File: src/rtl/ps2_char_source.sv
// PS/2 keyboard receiver: synchronizes and filters the pins, deframes 11-bit frames,
// tracks E0/F0 prefixes and emits one newchar/char strobe per complete key code.
module ps2_char_source #(
   parameter int unsigned FILTER_LEN = 8,
   parameter int unsigned TIMEOUT    = 20000,
   parameter int unsigned CNT_W      = 15
) (
   input  logic        clk,
   input  logic        rst,
   input  logic        ps2_clk,
   input  logic        ps2_data,
   output logic        newchar,
   output logic [15:0] char,
   output logic        frame_err
);

   localparam int unsigned FCNT_W = (FILTER_LEN > 2) ? $clog2(FILTER_LEN) : 1;
   localparam int unsigned BIT_W  = 4;
   localparam int unsigned SHR_W  = 10;

   typedef enum logic [1:0] {IDLE, RECV, CHECK} stateT;

   logic [1:0]        clkSync, dataSync;
   logic [FCNT_W-1:0] filtCnt;
   logic              filtClk, filtClkD;
   logic              fallEvt, dataBit;

   stateT             state, stateNxt;
   logic [BIT_W-1:0]  bitCnt, bitCntNxt;
   logic [SHR_W-1:0]  shiftReg, shiftNxt;
   logic [CNT_W-1:0]  toCnt, toNxt;
   logic              ext, extNxt, brk, brkNxt;
   logic              newcharNxt, frameErrNxt;
   logic [15:0]       charNxt;
   logic [7:0]        rxByte;

   // Two-flop synchronizers plus a run-length glitch filter on the PS/2 clock
   always_ff @(posedge clk or posedge rst) begin
      if (rst) begin
         clkSync  <= 2'b11;
         dataSync <= 2'b11;
         filtCnt  <= '0;
         filtClk  <= 1'b1;
         filtClkD <= 1'b1;
      end else begin
         clkSync  <= {clkSync[0], ps2_clk};
         dataSync <= {dataSync[0], ps2_data};
         filtClkD <= filtClk;
         if (clkSync[1] == filtClk) begin
            filtCnt <= '0;
         end else if (filtCnt == FCNT_W'(FILTER_LEN - 1)) begin
            filtClk <= clkSync[1];
            filtCnt <= '0;
         end else begin
            filtCnt <= filtCnt + FCNT_W'(1);
         end
      end
   end

   assign fallEvt = filtClkD & ~filtClk;
   assign dataBit = dataSync[1];
   assign rxByte  = shiftReg[7:0];

   always_ff @(posedge clk or posedge rst) begin
      if (rst) begin
         state     <= IDLE;
         bitCnt    <= '0;
         shiftReg  <= '0;
         toCnt     <= '0;
         ext       <= 1'b0;
         brk       <= 1'b0;
         newchar   <= 1'b0;
         char      <= 16'h0000;
         frame_err <= 1'b0;
      end else begin
         state     <= stateNxt;
         bitCnt    <= bitCntNxt;
         shiftReg  <= shiftNxt;
         toCnt     <= toNxt;
         ext       <= extNxt;
         brk       <= brkNxt;
         newchar   <= newcharNxt;
         char      <= charNxt;
         frame_err <= frameErrNxt;
      end
   end

   // Frame deserializer, frame check and prefix tracking
   always_comb begin
      stateNxt    = state;
      bitCntNxt   = bitCnt;
      shiftNxt    = shiftReg;
      toNxt       = toCnt;
      extNxt      = ext;
      brkNxt      = brk;
      newcharNxt  = 1'b0;
      charNxt     = char;
      frameErrNxt = 1'b0;
      case (state)
         IDLE: begin
            if (fallEvt) begin
               if (!dataBit) begin
                  stateNxt  = RECV;
                  bitCntNxt = '0;
                  toNxt     = '0;
               end else begin
                  frameErrNxt = 1'b1;
               end
            end
         end
         RECV: begin
            if (fallEvt) begin
               shiftNxt  = {dataBit, shiftReg[SHR_W-1:1]};
               toNxt     = '0;
               bitCntNxt = bitCnt + BIT_W'(1);
               if (bitCnt == BIT_W'(SHR_W - 1)) begin
                  stateNxt = CHECK;
               end
            end else if (toCnt == CNT_W'(TIMEOUT - 1)) begin
               stateNxt    = IDLE;
               bitCntNxt   = '0;
               shiftNxt    = '0;
               toNxt       = '0;
               extNxt      = 1'b0;
               brkNxt      = 1'b0;
               frameErrNxt = 1'b1;
            end else begin
               toNxt = toCnt + CNT_W'(1);
            end
         end
         CHECK: begin
            stateNxt  = IDLE;
            bitCntNxt = '0;
            // shiftReg[8] is parity (odd over data+parity), shiftReg[9] is stop
            if (!(^shiftReg[8:0]) || !shiftReg[9]) begin
               frameErrNxt = 1'b1;
               extNxt      = 1'b0;
               brkNxt      = 1'b0;
            end else if (rxByte == 8'hE0) begin
               extNxt = 1'b1;
            end else if (rxByte == 8'hF0) begin
               brkNxt = 1'b1;
            end else begin
               charNxt    = {brk, ext, 6'b000000, rxByte};
               newcharNxt = 1'b1;
               extNxt     = 1'b0;
               brkNxt     = 1'b0;
            end
         end
         default: begin
            stateNxt = IDLE;
         end
      endcase
   end

endmodule

File: config.mk
export PLATFORM = sky130hd
export DESIGN_NAME = ps2_char_source
export DESIGN_NICKNAME = d
export VERILOG_FILES = /design/src/rtl/ps2_char_source.sv
export SDC_FILE = /design/constraint.sdc
export NUM_CORES = 1
export LEC_CHECK = 0
export ABC_CLOCK_PERIOD_IN_PS = 2600
export BUFFER_PORTS_ARGS = -buffer_cell sky130_fd_sc_hd__buf_2
export CORE_AREA = 5 5 84 102
export DETAILED_ROUTE_END_ITERATION = 10
export DIE_AREA = 0 0 89 107
export GPL_ROUTABILITY_DRIVEN = 0
export PLACE_DENSITY = 0.6
export SYNTH_ARGS = -nofsm -noshare
export SYNTH_HDL_FRONTEND = slang
export SYNTH_SLANG_ARGS = --single-unit
File: constraint.sdc
create_clock -name clk -period 2.6 [get_ports clk]
set_input_delay 0.13 -clock clk [delete_from_list [all_inputs] [get_ports clk]]
set_output_delay 0.13 -clock clk [all_outputs]
set_load 0.1 [all_outputs]
* Word level (Yosys, flattened, before mapping) *
Cells that the tools add are included.
Widths: inputs -> output; s select.

word-level totals
  input port bits = 4
  output and inout port bits = 18
  bits in latches = 0
  word-level logic and storage cells = 96
  memories kept = 0
  ROM bits = 0
  bits in writable memories = 0
  bits in registers = 54

operators by class
  $lt $le $gt $ge = 0
  divide/modulo/power cells = 0
  add/subtract/negate cells = 3
  multipliers = 0
  shifts and indexed selects = 0
  reduce and logical (&&, ||, !) cells = 17
  multiplexer cells = 40
  bitwise operators = 6
  equal/unequal tests = 16

operators by type and width
  operator               count
  $mux 15                4
  $pmux 15 s2            1
  $mux 10                2
  $reduce_and 4->1       5
  $mux 1                 17
  $eq 8x8->1 const B     2
  $mux 4                 4
  $add 15x1->15 const B  1
  $eq 15x15->1 const B   1
  $pmux 4 s3             1
  $mux 2                 5
  $ne 3x3->1 const B     3
  $reduce_xor 9->1       1
  $ne 2x2->1 const B     4
  $mux 3                 2
  $reduce_bool 2->1      3
  $not 1->1              5
  $add 4x1->4 const B    1
  $eq 4x4->1 const B     1
  $ne 4x4->1 const B     1
  $pmux 1 s2             2
  $pmux 2 s2             1
  $reduce_and 2->1       2
  $add 3x1->3 const B    1
  11 further kinds       12

* Longest topological paths before layout *
Gate-level depths: netlist of run 1.

  word-level depth = 5
  mapped depth = 9
  depth with buffers taken out = 6

* Worst setup path before layout of run 1 *
Ideal clock, no wire load.

  path kind = reg-to-reg
  start point = register shiftReg[2]
  end point = register char[0]
  cell stages (with the launch flop) = 8
  library setup time = 0.126 ns
  path buffers = 1
  data required time = 2.474 ns
  setup slack = 0.536 ns
  arrival = 1.937 ns
  clock period less this slack = 2.064 ns
  cells stage by stage = dfrtp_1 > inv_1 > ha_1 > xnor3_2 > xnor2_2 > nor3b_2 > buf_6 > mux2_4

between the ends
  longest elaborated chain between the ends = 5
  elaborated cells between the ends (all ways) = 9
  those cells by class = eq/ne (2); bitwise (3); reduce/logical (4)

ends and longest elaborated chain
  element                              RTL line  source
  start: declaration                   30        logic [SHR_W-1:0] shiftReg, shiftNxt;
  start signal: assignment             78        shiftReg <= shiftNxt;
  $reduce_xor 9->1                     135       if (!(^shiftReg[8:0]) || !shiftReg[9]) begin
  $logic_not 1->1                      135
  $logic_or 1x1->1                     135
  $not 1->1 (no source line)           -
  $reduce_and 4->1 (no source line) *  -
  end signal: assignment               83        char <= charNxt;
  end: declaration                     13        output logic [15:0] char,

Mark *: on every way between the ends. The rest lies on a longest branch, timed or not.
A chain may end at the register's enable or synchronous reset.

* Worst setup path in the final report of run 1 *
  start point = register shiftReg[2]
  end point = register char[15]

Same word-level chain as after synthesis.

==> flow_metrics.env, run 1 <==
export IMPL_ios=22
export IMPL_clk_latency_ns=0.31
export IMPL_vias=1837
export IMPL_yosys_most_used_dff="dfrtp_1"
export IMPL_ys_warn_count=0
export IMPL_crit_path_max_incr_delay_ns=0.41
export IMPL_rsz0062_at_grt="false"
export IMPL_grt_usage_pct=11.7
export IMPL_crit_slowest_cell="dfrtp_1"
export IMPL_drtAntennaViolNets=0
export IMPL_wl_um=5090
export IMPL_syn_area_mm2=0.00284
export IMPL_port_buffers=15
export IMPL_crit_chain="inv_1 -> ha_1 -> xnor3_2 -> xnor2_2 -> nor3b_2 -> buf_4 -> mux2_2"
export IMPL_worstSetupPathType="flop to flop"
export IMPL_overflow=0
export IMPL_fmax_mhz=450
export IMPL_yosys_area_top_type="dfrtp_1"
export IMPL_avgSynthCellArea_um2=11.7
export IMPL_synth_area_leaders="dfrtp_1 (42%), ha_1 (6.2%), dfstp_2 (5.6%)"
export IMPL_grt_antenna_before_repair=0
export IMPL_hold_path_class="flop to flop"
export IMPL_power_per_cell_area_mw_per_mm2=730
export IMPL_hold_violations=0
export IMPL_timing_final_max_slew_violations=0
export IMPL_ys_types=56
export IMPL_ctsLongestPathBuffers=2
export IMPL_fillCellCount=700
export IMPL_drive_gt1_share_pct=22.8
export IMPL_n_antenna_cell=0
export IMPL_start_kind="flop"
export IMPL_cts_root_buf="clkbuf_8"
export IMPL_drtIter0Drc=44
export IMPL_drt_pre_antenna_iters=4
export IMPL_synth_edf_count=0
export IMPL_grt_pass1_wl_um=8790
export IMPL_clock_sinks=54
export IMPL_drc=0
export IMPL_area_growth_pct=9.26
export IMPL_core_mm2=0.00749
export IMPL_post_cts_buffers=0
export IMPL_grt_pass1_vias=1832
export IMPL_hpwl_um=3760
export IMPL_async_flop_share_pct=100
export IMPL_wl_per_cell_um=14.3
export IMPL_synth_cells=242
export IMPL_stdcell_count=355
export IMPL_dpl_cell_count=344
export IMPL_h_tree_depth=2
export IMPL_setup_viol_count_final=0
export IMPL_synth_most_common_cell="dfrtp_1"
export IMPL_fin_nets=280
export IMPL_worstPathArrival_ns=2.43
export IMPL_min_period_ns=2.22
export IMPL_ir_worst_vdd_mv=0.421
export IMPL_cts_tree="built"
export IMPL_die_h_um=107
export IMPL_crit_fanout=11
export IMPL_cp_required_ns=2.81
export IMPL_start_util_pct=37.9
export IMPL_status="completed"
export IMPL_worst_slack_ns=0.376
export IMPL_fin_skew_ns=0.0147
export IMPL_numCtsBuffers=5
export IMPL_synth_seq_cells=54
export IMPL_relSlewSlack_pct=61.2
export IMPL_design_area_mm2=0.00310
export IMPL_die_area_mm2=0.00952
export IMPL_grt_max_degree=29
export IMPL_end_kind="flop"
export IMPL_power_leakage_nw=1.42
export IMPL_synthDominantCellAreaShare_pct=42.3
export IMPL_num_rows=35
export IMPL_pre_cts_slack_ns=0.390
export IMPL_whs_ns=0.360
export IMPL_placed_area_mm2=0.00298
export IMPL_viasPerCell=5.17
export IMPL_clkTransAtPathRegs_ns=0.11
export IMPL_yosysSeqAreaShare_pct=47.9
export IMPL_fp_dieW_um=89
export IMPL_cap_viol_max_count=0
export IMPL_yosys_top_cells_count="dfrtp_1 (48), ha_1 (14), inv_1 (14)"
export IMPL_worst_slew_pin_slew_ns=0.581
export IMPL_fin_crit_sh_pct=85.5
export IMPL_setup_tns_ns=0
-- cells in the final DEF, fill, tap and decap left out, types with 2 or more instances in the layout --
cell	n
o31ai_1	3
and3_1	2
nor2_1	11
ha_1	14
nor2b_1	2
a211oi_1	2
conb_1	6
nand4_1	3
nand2_1	8
dfrtp_1	48
buf_2	15
clkbuf_8	5
mux2_4	9
a22o_1	11
o211ai_1	3
nor3b_1	2
mux2_2	3
o2111ai_1	3
and4_1	5
nor3_1	3
nand3_1	6
buf_4	7
a21oi_1	12
o21ai_0	9
dfstp_2	6
inv_1	13
or3_1	4
or4_1	3
and2_1	4
dlygate4sd3_1	3
xor2_1	8
a31oi_1	2
-- path summary, 6_finish.rpt --
path | depth (start not counted) | to | startpoint | slack [ns]
setup / recovery | 7 | char[15]$_DFFE_PP0P_ | shiftReg[2]$_DFFE_PP0P_ | 0.38
hold / removal | 0 | clkSync[1]$_DFF_PP1_ | clkSync[0]$_DFF_PP1_ | 0.36
setup reg to reg | 7 | char[15]$_DFFE_PP0P_ | shiftReg[2]$_DFFE_PP0P_ | 0.38
hold reg to reg | 0 | clkSync[1]$_DFF_PP1_ | clkSync[0]$_DFF_PP1_ | 0.36
max in group asynchronous | 4 | clkSync[1]$_DFF_PP1_ | rst | 1.37
min in group asynchronous | 3 | char[5]$_DFFE_PP0P_ | rst | 0.41
-- power breakdown --
group	switching (mW)	internal, mW	total (mW)	leakage, nW
logic	0.478	0.268	0.746	0.647
registers	0.0810	0.951	1.03	0.724
clock network	0.291	0.195	0.487	0.0447
-- stage by stage --
step	util (%)	total power, mW
after floorplan	-	1.64
after global placement	39.7	1.79
after detailed placement	39.7	1.80
after CTS	41.4	2.30
after global routing	41.4	2.42
final	41.4	2.26
-- final cells by class --
type | instances | area [um2] | area share [%]
Sequential cell | 54 | 1360 | 43.8
Multi-Input combinational cell | 162 | 1320 | 42.6
Timing Repair Buffer | 25 | 158 | 5.09
Tap cell | 92 | 115 | 3.71
Clock buffer | 5 | 68.8 | 2.22
Inverter | 14 | 52.6 | 1.70
Clock inverter | 3 | 25.0 | 0.807
-- registers in the layout, summed over array words and instances (netlist names) --
signal     flops
toCnt         15
filtClk        1
char          10
ext            1
state          2
newchar        1
brk            1
filtClkD       1
frame_err      1
clkSync        2
filtCnt        3
bitCnt         4
shiftReg      10
dataSync       2
-- worst max-delay path, delay by kind of cell (launching register included) --
kind,cells,cell delay [ns]
adders and majority gates,1,0.30
xor gates and xnor gates,2,0.56
buffers and inverters,2,0.31
muxes,1,0.36
and+or+nand+nor,1,0.17
DFF,1,0.41
-- timing repair --
item	CTS	global route
hold buffers	3	0
endpoints found under the setup margin	0	0
endpoints found under the hold margin	29	0
resized for setup	0	0
-- per-layer routing --
| layer | wire, um | vias to the layer above | track usage [%] |
|---|---|---|---|
| li1 | - | 909 | - |
| met1 | 2330 | 898 | 14.8 |
| met2 | 2550 | 19 | 19.3 |
| met3 | 93 | 11 | 2.23 |
| met4 | 107 | 0 | 4.68 |
| met5 | 0 | - | 0 |
-- cells by family after synthesis --
family | after synthesis | synth area share, %
AO/OA/AOI/OAI | 56 | 15.0
XOR/XNOR | 10 | 3.88
adder cells (fa/ha/maj) | 14 | 6.18
buffers and inverters | 31 | 6.18
flip-flops | 54 | 47.9
multiplexers | 14 | 6.70
other | 1 | 0.132
AND/OR/NAND/NOR | 62 | 14.0
Note: power is estimated with default switching activity, not from simulation.
==> run 2: changes to the inputs <==
--- a/config.mk
+++ b/config.mk
@@ -5,6 +5,7 @@
 export SDC_FILE = /design/constraint.sdc
 export NUM_CORES = 1
 export LEC_CHECK = 0
+export ABC_AREA = 1
 export ABC_CLOCK_PERIOD_IN_PS = 2600
 export BUFFER_PORTS_ARGS = -buffer_cell sky130_fd_sc_hd__buf_2
 export CORE_AREA = 5 5 84 102
==> run 2 against run 1 <==
  * Sequential cell count unchanged
  * Die area unchanged
  * Combinational power up 4.6%
  * Non-clock buffer count down 5
  * Synthesized cell count up 35%
  * Sequential share of layout area down 0.68 points
  * Routed wire length down 0.51%
  * Global-route usage up 0.19 points
==> flow_metrics.env, run 2 <==
export IMPL_ctsResizeCount=0
export IMPL_synth_area_leaders="dfrtp_1 (42%), nand2_1 (9.1%), ha_1 (6.2%)"
export IMPL_synthMuxAreaShare_pct=0
export IMPL_grt_util_met3_pct=2.61
export IMPL_async_flop_share_pct=100
export IMPL_drc=0
export IMPL_ios=22
export IMPL_reg_top3="toCnt: 15 flops, char: 10 flops, shiftReg: 10 flops"
export IMPL_worstPathArrival_ns=2.18
export IMPL_port_buffers=15
export IMPL_multiInputGateArea_mm2=0.00126
export IMPL_ir_worst_vdd_mv=0.395
export IMPL_yosys_most_used_dff="dfrtp_1"
export IMPL_area_growth_pct=11.2
export IMPL_synth_top_family_by_area="simple AND/OR/NAND/NOR gates"
export IMPL_drive_gt1_share_pct=16.3
export IMPL_setup_viol_count_final=0
export IMPL_grt_pass1_wl_um=9170
export IMPL_min_period_ns=1.97
export IMPL_crit_chain="inv_1 -> ha_1 -> xor2_1 -> nand3_2 -> nand3_2 -> nor2_2 -> nand2_4 -> clkinv_1 -> nand2_1 -> nand2_1"
export IMPL_yosysSeqAreaShare_pct=48.0
export IMPL_layout_area_seq_mm2=0.00136
export IMPL_final_cell_mix="nand2_1 (69), dfrtp_1 (48), inv_1 (40)"
export IMPL_clock_sinks=54
export IMPL_synth_seq_cells=54
export IMPL_power_leakage_nw=1.60
export IMPL_cts_tree="built"
export IMPL_synth_cells=326
export IMPL_power_per_cell_area_mw_per_mm2=754
export IMPL_whs_ns=0.363
export IMPL_fin_crit_sh_pct=75.8
export IMPL_largest_reg_flops=15
export IMPL_cts_root_buf="clkbuf_8"
export IMPL_avgSynthCellArea_um2=8.69
export IMPL_post_cts_buffers=0
export IMPL_yosys_area_top_type="dfrtp_1"
export IMPL_hpwl_um=3750
export IMPL_synth_most_common_cell="nand2_1"
export IMPL_ys_types=36
export IMPL_grt_max_degree=55
export IMPL_vias=2077
export IMPL_drtIter0Drc=97
export IMPL_fp_dieW_um=89
export IMPL_viasPerCell=4.70
export IMPL_worstSetupPathType="flop to flop"
export IMPL_cap_viol_max_count=0
export IMPL_grt_usage_pct=11.9
export IMPL_crit_path_max_incr_delay_ns=0.39
export IMPL_ctsLongestPathBuffers=2
export IMPL_crit_fanout=16
export IMPL_clk_latency_ns=0.32
export IMPL_core_mm2=0.00749
export IMPL_start_util_pct=37.8
export IMPL_largest_register="toCnt"
export IMPL_die_h_um=107
export IMPL_cp_required_ns=2.81
export IMPL_hold_violations=0
export IMPL_drtAntennaViolNets=0
export IMPL_h_tree_depth=2
export IMPL_fin_skew_ns=0.0130
export IMPL_synth_edf_count=0
export IMPL_synthAdderAreaFrac_pct=6.19
export IMPL_fin_nets=367
export IMPL_grtUsageMet1_pct=14.7
export IMPL_rsz0062_at_grt="false"
export IMPL_final_common_cell="nand2_1"
export IMPL_status="completed"
export IMPL_synth_xor_area_share_pct=2.78
export IMPL_design_area_mm2=0.00315
export IMPL_synthDominantCellAreaShare_pct=42.4
export IMPL_overflow=0
export IMPL_clkTransAtPathRegs_ns=0.11
export IMPL_placed_area_mm2=0.00300
export IMPL_met2_usage_pct=20.0
export IMPL_drt_pre_antenna_iters=4
export IMPL_top_usage_layer="met2"
export IMPL_wl_per_cell_um=11.4
export IMPL_grt_antenna_before_repair=0
export IMPL_setup_tns_ns=0
export IMPL_hold_path_class="flop to flop"
export IMPL_num_rows=35
export IMPL_n_antenna_cell=0
export IMPL_die_area_mm2=0.00952
export IMPL_fillCellCount=724
export IMPL_grt_pass1_vias=2072
export IMPL_numCtsBuffers=5
export IMPL_cts_hold_buf=3
export IMPL_syn_area_mm2=0.00283
export IMPL_ys_warn_count=0
export IMPL_timing_final_max_slew_violations=0
export IMPL_crit_slowest_cell="dfrtp_1"
export IMPL_end_kind="flop"
export IMPL_fmax_mhz=508
export IMPL_wl_um=5060
export IMPL_yosys_top_cells_count="nand2_1 (69), dfrtp_1 (48), inv_1 (41)"
export IMPL_start_kind="flop"
export IMPL_yosys_area_share_simple_pct=25.3
export IMPL_synth_compound_area_share_pct=9.32
-- run 2: changes by cell type after synthesis, moves of 5 or more --
cell	change
a21oi_1	-5
and4_1	-5
inv_1	+27
mux2_4	-9
nand2_1	+61
nand2_2	+6
nand3_1	+17
nor2_1	+23
o21ai_2	+5
-- run 2: worst max-delay path, delay by kind of cell, from the launching register on --
kind	cells	cell delay (ns)
xor+xnor	1	0.25
fa+ha+maj	1	0.33
buf+inv	2	0.28
flops	1	0.39
simple gates	6	0.61
-- run 2: cell type report --
class,count,share of cell area (%)
repair buffers,20,4.21
multi-input cells,223,39.9
flip-flops and latches,54,43.2
clock inverters,3,1.51
well taps,92,3.66
clock buffers,5,2.19
inverters,45,5.37
-- run 2: metrics by stage --
step	setup slack (ns)	power [mW]	util, %	instances
2_1_floorplan	0.914	1.66	-	331
3_3_place_gp	0.731	1.79	40.1	431
3_5_place_dp	0.653	1.81	40.1	431
4_1_cts	0.623	2.41	42.0	442
5_1_grt	0.447	2.54	42.0	442
6_report	0.630	2.38	42.0	442
-- run 2: cells by family (layout without fill, tap and decap cells) --
| kind of cell | count (synthesis) | in the layout |
|---|---|---|
| AND/OR/NAND/NOR | 156 | 156 |
| flip-flops | 54 | 54 |
| buffers and inverters | 54 | 73 |
| AO/OA/AOI/OAI | 38 | 38 |
| adder cells (fa/ha/maj) | 14 | 14 |
| XOR/XNOR | 9 | 9 |
| other | 1 | 6 |
-- run 2: path summary, 6_finish.rpt --
check | cells past startpoint | slack (ns) | startpoint | endpoint
max | 10 | 0.63 | shiftReg[2]$_DFFE_PP0P_ | char[15]$_DFFE_PP0P_
min | 0 | 0.36 | clkSync[0]$_DFF_PP1_ | clkSync[1]$_DFF_PP1_
min reg2reg | 0 | 0.36 | clkSync[0]$_DFF_PP1_ | clkSync[1]$_DFF_PP1_
max in group asynchronous | 4 | 1.91 | rst | dataSync[0]$_DFF_PP1_
max reg2reg | 10 | 0.63 | shiftReg[2]$_DFFE_PP0P_ | char[15]$_DFFE_PP0P_
min in group asynchronous | 4 | 0.39 | rst | shiftReg[0]$_DFFE_PP0P_
-- run 2: power breakdown --
group	switching, mW	total, mW	leakage [nW]	internal [mW]
clock	0.291	0.584	0.0587	0.292
sequential	0.0711	1.01	0.725	0.940
combinational	0.566	0.780	0.812	0.214
total	0.929	2.38	1.60	1.45
-- run 2: metal layers --
| metal | up-vias | share of wire [%] |
|---|---|---|
| met2 | 34 | 48 |
| met4 | 0 | 1.4 |
| met3 | 7 | 4.2 |
| met5 | - | 0 |
| met1 | 952 | 46 |
| li1 | 1084 | - |
==> run 3: changes to the inputs <==
--- a/config.mk
+++ b/config.mk
@@ -6,7 +6,7 @@
 export NUM_CORES = 1
 export LEC_CHECK = 0
 export ABC_AREA = 1
-export ABC_CLOCK_PERIOD_IN_PS = 2600
+export ABC_CLOCK_PERIOD_IN_PS = 2000
 export BUFFER_PORTS_ARGS = -buffer_cell sky130_fd_sc_hd__buf_2
 export CORE_AREA = 5 5 84 102
 export DETAILED_ROUTE_END_ITERATION = 10
==> constraint.sdc (replaced) <==
create_clock -name clk -period 2 [get_ports clk]
set_input_delay 0.1 -clock clk [delete_from_list [all_inputs] [get_ports clk]]
set_output_delay 0.1 -clock clk [all_outputs]
set_load 0.1 [all_outputs]
==> run 3 against run 2 <==
  * Register-to-register slack worse by 0.47 ns
  * Utilization is 0.22 points higher
  * Largest cell class unchanged
  * Final cell count is 1.4% higher
  * Worst hold slack worse by 0.0022 ns
  * Setup slack worse by 0.47 ns
  * Sequential cell count stayed put
==> flow_metrics.env, run 3 (synthesis results as in run 2) <==
export IMPL_grt_antenna_before_repair=0
export IMPL_crit_path_max_incr_delay_ns=0.39
export IMPL_layout_area_seq_mm2=0.00136
export IMPL_crit_slowest_cell="dfrtp_1"
export IMPL_power_share_clock_pct=21.0
export IMPL_ios=22
export IMPL_r2r_end="char[15]$_DFFE_PP0P_"
export IMPL_fin_crit_sh_pct=91.9
export IMPL_num_rows=35
export IMPL_clock_sinks=54
export IMPL_cp_required_ns=2.20
export IMPL_fillCellCount=735
export IMPL_multiInputGateArea_mm2=0.00126
export IMPL_crit_fanout=15
export IMPL_drtIter0Drc=91
export IMPL_rsz0062_at_grt="false"
export IMPL_drt_pre_antenna_iters=4
export IMPL_wl_per_cell_um=11.4
export IMPL_holdCritStartpoint="clkSync[0]$_DFF_PP1_"
export IMPL_setup_tns_ns=0
export IMPL_r2r_cells=10
export IMPL_viasPerCell=4.71
export IMPL_worst_r2r_setup_slack_ns=0.16
export IMPL_timing_final_max_slew_violations=0
export IMPL_cts_root_buf="clkbuf_8"
export IMPL_largest_register="toCnt"
export IMPL_combPwrFrac_pct=34.9
export IMPL_grt_usage_pct=11.8
export IMPL_clk_latency_ns=0.31
export IMPL_core_mm2=0.00749
export IMPL_crit_chain="inv_1 -> ha_1 -> xor2_2 -> nand3_2 -> nand3_2 -> nor2_2 -> nand2_4 -> buf_4 -> nand2_1 -> nand2_1"
export IMPL_worst_slew_pin_slew_ns=0.621
export IMPL_overflow=0
export IMPL_vias=2109
export IMPL_hpwl_um=3870
export IMPL_area_growth_pct=11.8
export IMPL_power_leakage_nw=1.60
export IMPL_die_area_mm2=0.00952
export IMPL_largest_reg_flops=15
export IMPL_worstPathArrival_ns=2.04
export IMPL_h_tree_depth=2
export IMPL_n_antenna_cell=0
export IMPL_fmax_mhz=544
export IMPL_reg_top3="toCnt: 15 flops, char: 10 flops, shiftReg: 10 flops"
export IMPL_ir_worst_vdd_mv=0.446
export IMPL_switchingPower_mw=1.21
export IMPL_finalPower_mw=2.98
export IMPL_grt_pass1_vias=2070
export IMPL_start_kind="flop"
export IMPL_worstSetupPathType="flop to flop"
export IMPL_setup_viol_count_final=0
export IMPL_p_int_mw=1.77
export IMPL_port_buffers=15
export IMPL_fp_dieW_um=89
export IMPL_drtAntennaViolNets=0
export IMPL_cts_tree="built"
export IMPL_fin_skew_ns=0.0165
export IMPL_min_to="clkSync[1]$_DFF_PP1_"
export IMPL_start_util_pct=37.8
export IMPL_cap_viol_max_count=0
export IMPL_final_cell_mix="nand2_1 (69), dfrtp_1 (48), inv_1 (40)"
export IMPL_drc=0
export IMPL_power_switching_share_pct=40.7
export IMPL_wl_um=5100
export IMPL_relSlewSlack_pct=58.6
export IMPL_grt_pass1_wl_um=9110
export IMPL_pwr_share_seq_pct=44.1
export IMPL_clkTransAtPathRegs_ns=0.11
export IMPL_die_h_um=107
export IMPL_status="completed"
export IMPL_numCtsBuffers=5
export IMPL_end_kind="flop"
export IMPL_utilization_pct=42.3
export IMPL_grt_max_degree=31
export IMPL_fin_nets=373
export IMPL_placed_area_mm2=0.00303
export IMPL_ctsLongestPathBuffers=2
export IMPL_hold_path_class="flop to flop"
export IMPL_hold_violations=0
export IMPL_min_period_ns=1.84
export IMPL_design_area_mm2=0.00316
export IMPL_final_common_cell="nand2_1"
export IMPL_reg2reg_from="shiftReg[2]$_DFFE_PP0P_"
export IMPL_drive_gt1_share_pct=18.0
export IMPL_min_delay_path_depth=0
export IMPL_power_per_cell_area_mw_per_mm2=943
[run 3: cell type report]
class	instances	share of cell area [%]
clock inverter	3	0.751
tap	92	3.64
clock buffer	5	2.17
timing repair buffer	26	5.22
multi-input combinational	223	39.9
inverter	45	5.34
sequential	54	42.9
[run 3: per-stage QoR]
stage	setup slack, ns	instances	hold slack, ns
floorplan	0.314	331	0.104
global placement	0.204	436	0.206
detailed placement	0.180	436	0.206
CTS	0.160	447	0.362
global route	0.0123	448	0.364
finish	0.161	448	0.360
[run 3: per-layer routing]
layer | global-route usage, % | part of all wire [%] | vias up
met5 | 0 | 0 | -
met4 | 3.51 | 1.5 | 0
li1 | - | - | 1089
met2 | 20.9 | 49 | 28
met1 | 14.3 | 46 | 986
met3 | 2.15 | 3.6 | 6
[run 3: worst max-delay path by stage]
stage	from	endpoint	slack, ns	depth (start not counted)
after floorplan	shiftReg[6]$_DFFE_PP0P_	char[14]$_DFFE_PP0P_	0.31	12
after global placement	shiftReg[2]$_DFFE_PP0P_	char[6]$_DFFE_PP0P_	0.20	10
after detailed placement	shiftReg[6]$_DFFE_PP0P_	char[2]$_DFFE_PP0P_	0.18	12
after CTS	shiftReg[4]$_DFFE_PP0P_	char[15]$_DFFE_PP0P_	0.16	11
after global routing	shiftReg[6]$_DFFE_PP0P_	char[15]$_DFFE_PP0P_	0.01	12
final	shiftReg[2]$_DFFE_PP0P_	char[15]$_DFFE_PP0P_	0.16	10
[run 3: timing repair]
item	CTS	global route
gates resized for setup	0	1
hold endpoints to repair	24	0
endpoints found under the setup margin	0	1
hold buffers	3	0
buffers inserted	0	1
[run 3: power by group through the flow]
| stage | combinational (mW) | clock [mW] | sequential, mW |
|---|---|---|---|
| 6_report | 1.04 | 0.627 | 1.31 |
| 5_1_grt | 1.20 | 0.704 | 1.33 |
| 4_1_cts | 1.06 | 0.664 | 1.32 |
| 3_5_place_dp | 1.05 | 0 | 1.34 |
| 3_3_place_gp | 1.03 | 0 | 1.33 |
| 2_1_floorplan | 0.762 | 0 | 1.39 |
[run 3: worst max-delay path: cells and delay by family (launching register included)]
kind | cells | cell delay (ns)
xor+xnor | 1 | 0.20
buf+inv | 2 | 0.27
flops | 1 | 0.39
fa+ha+maj | 1 | 0.35
simple gates | 6 | 0.51
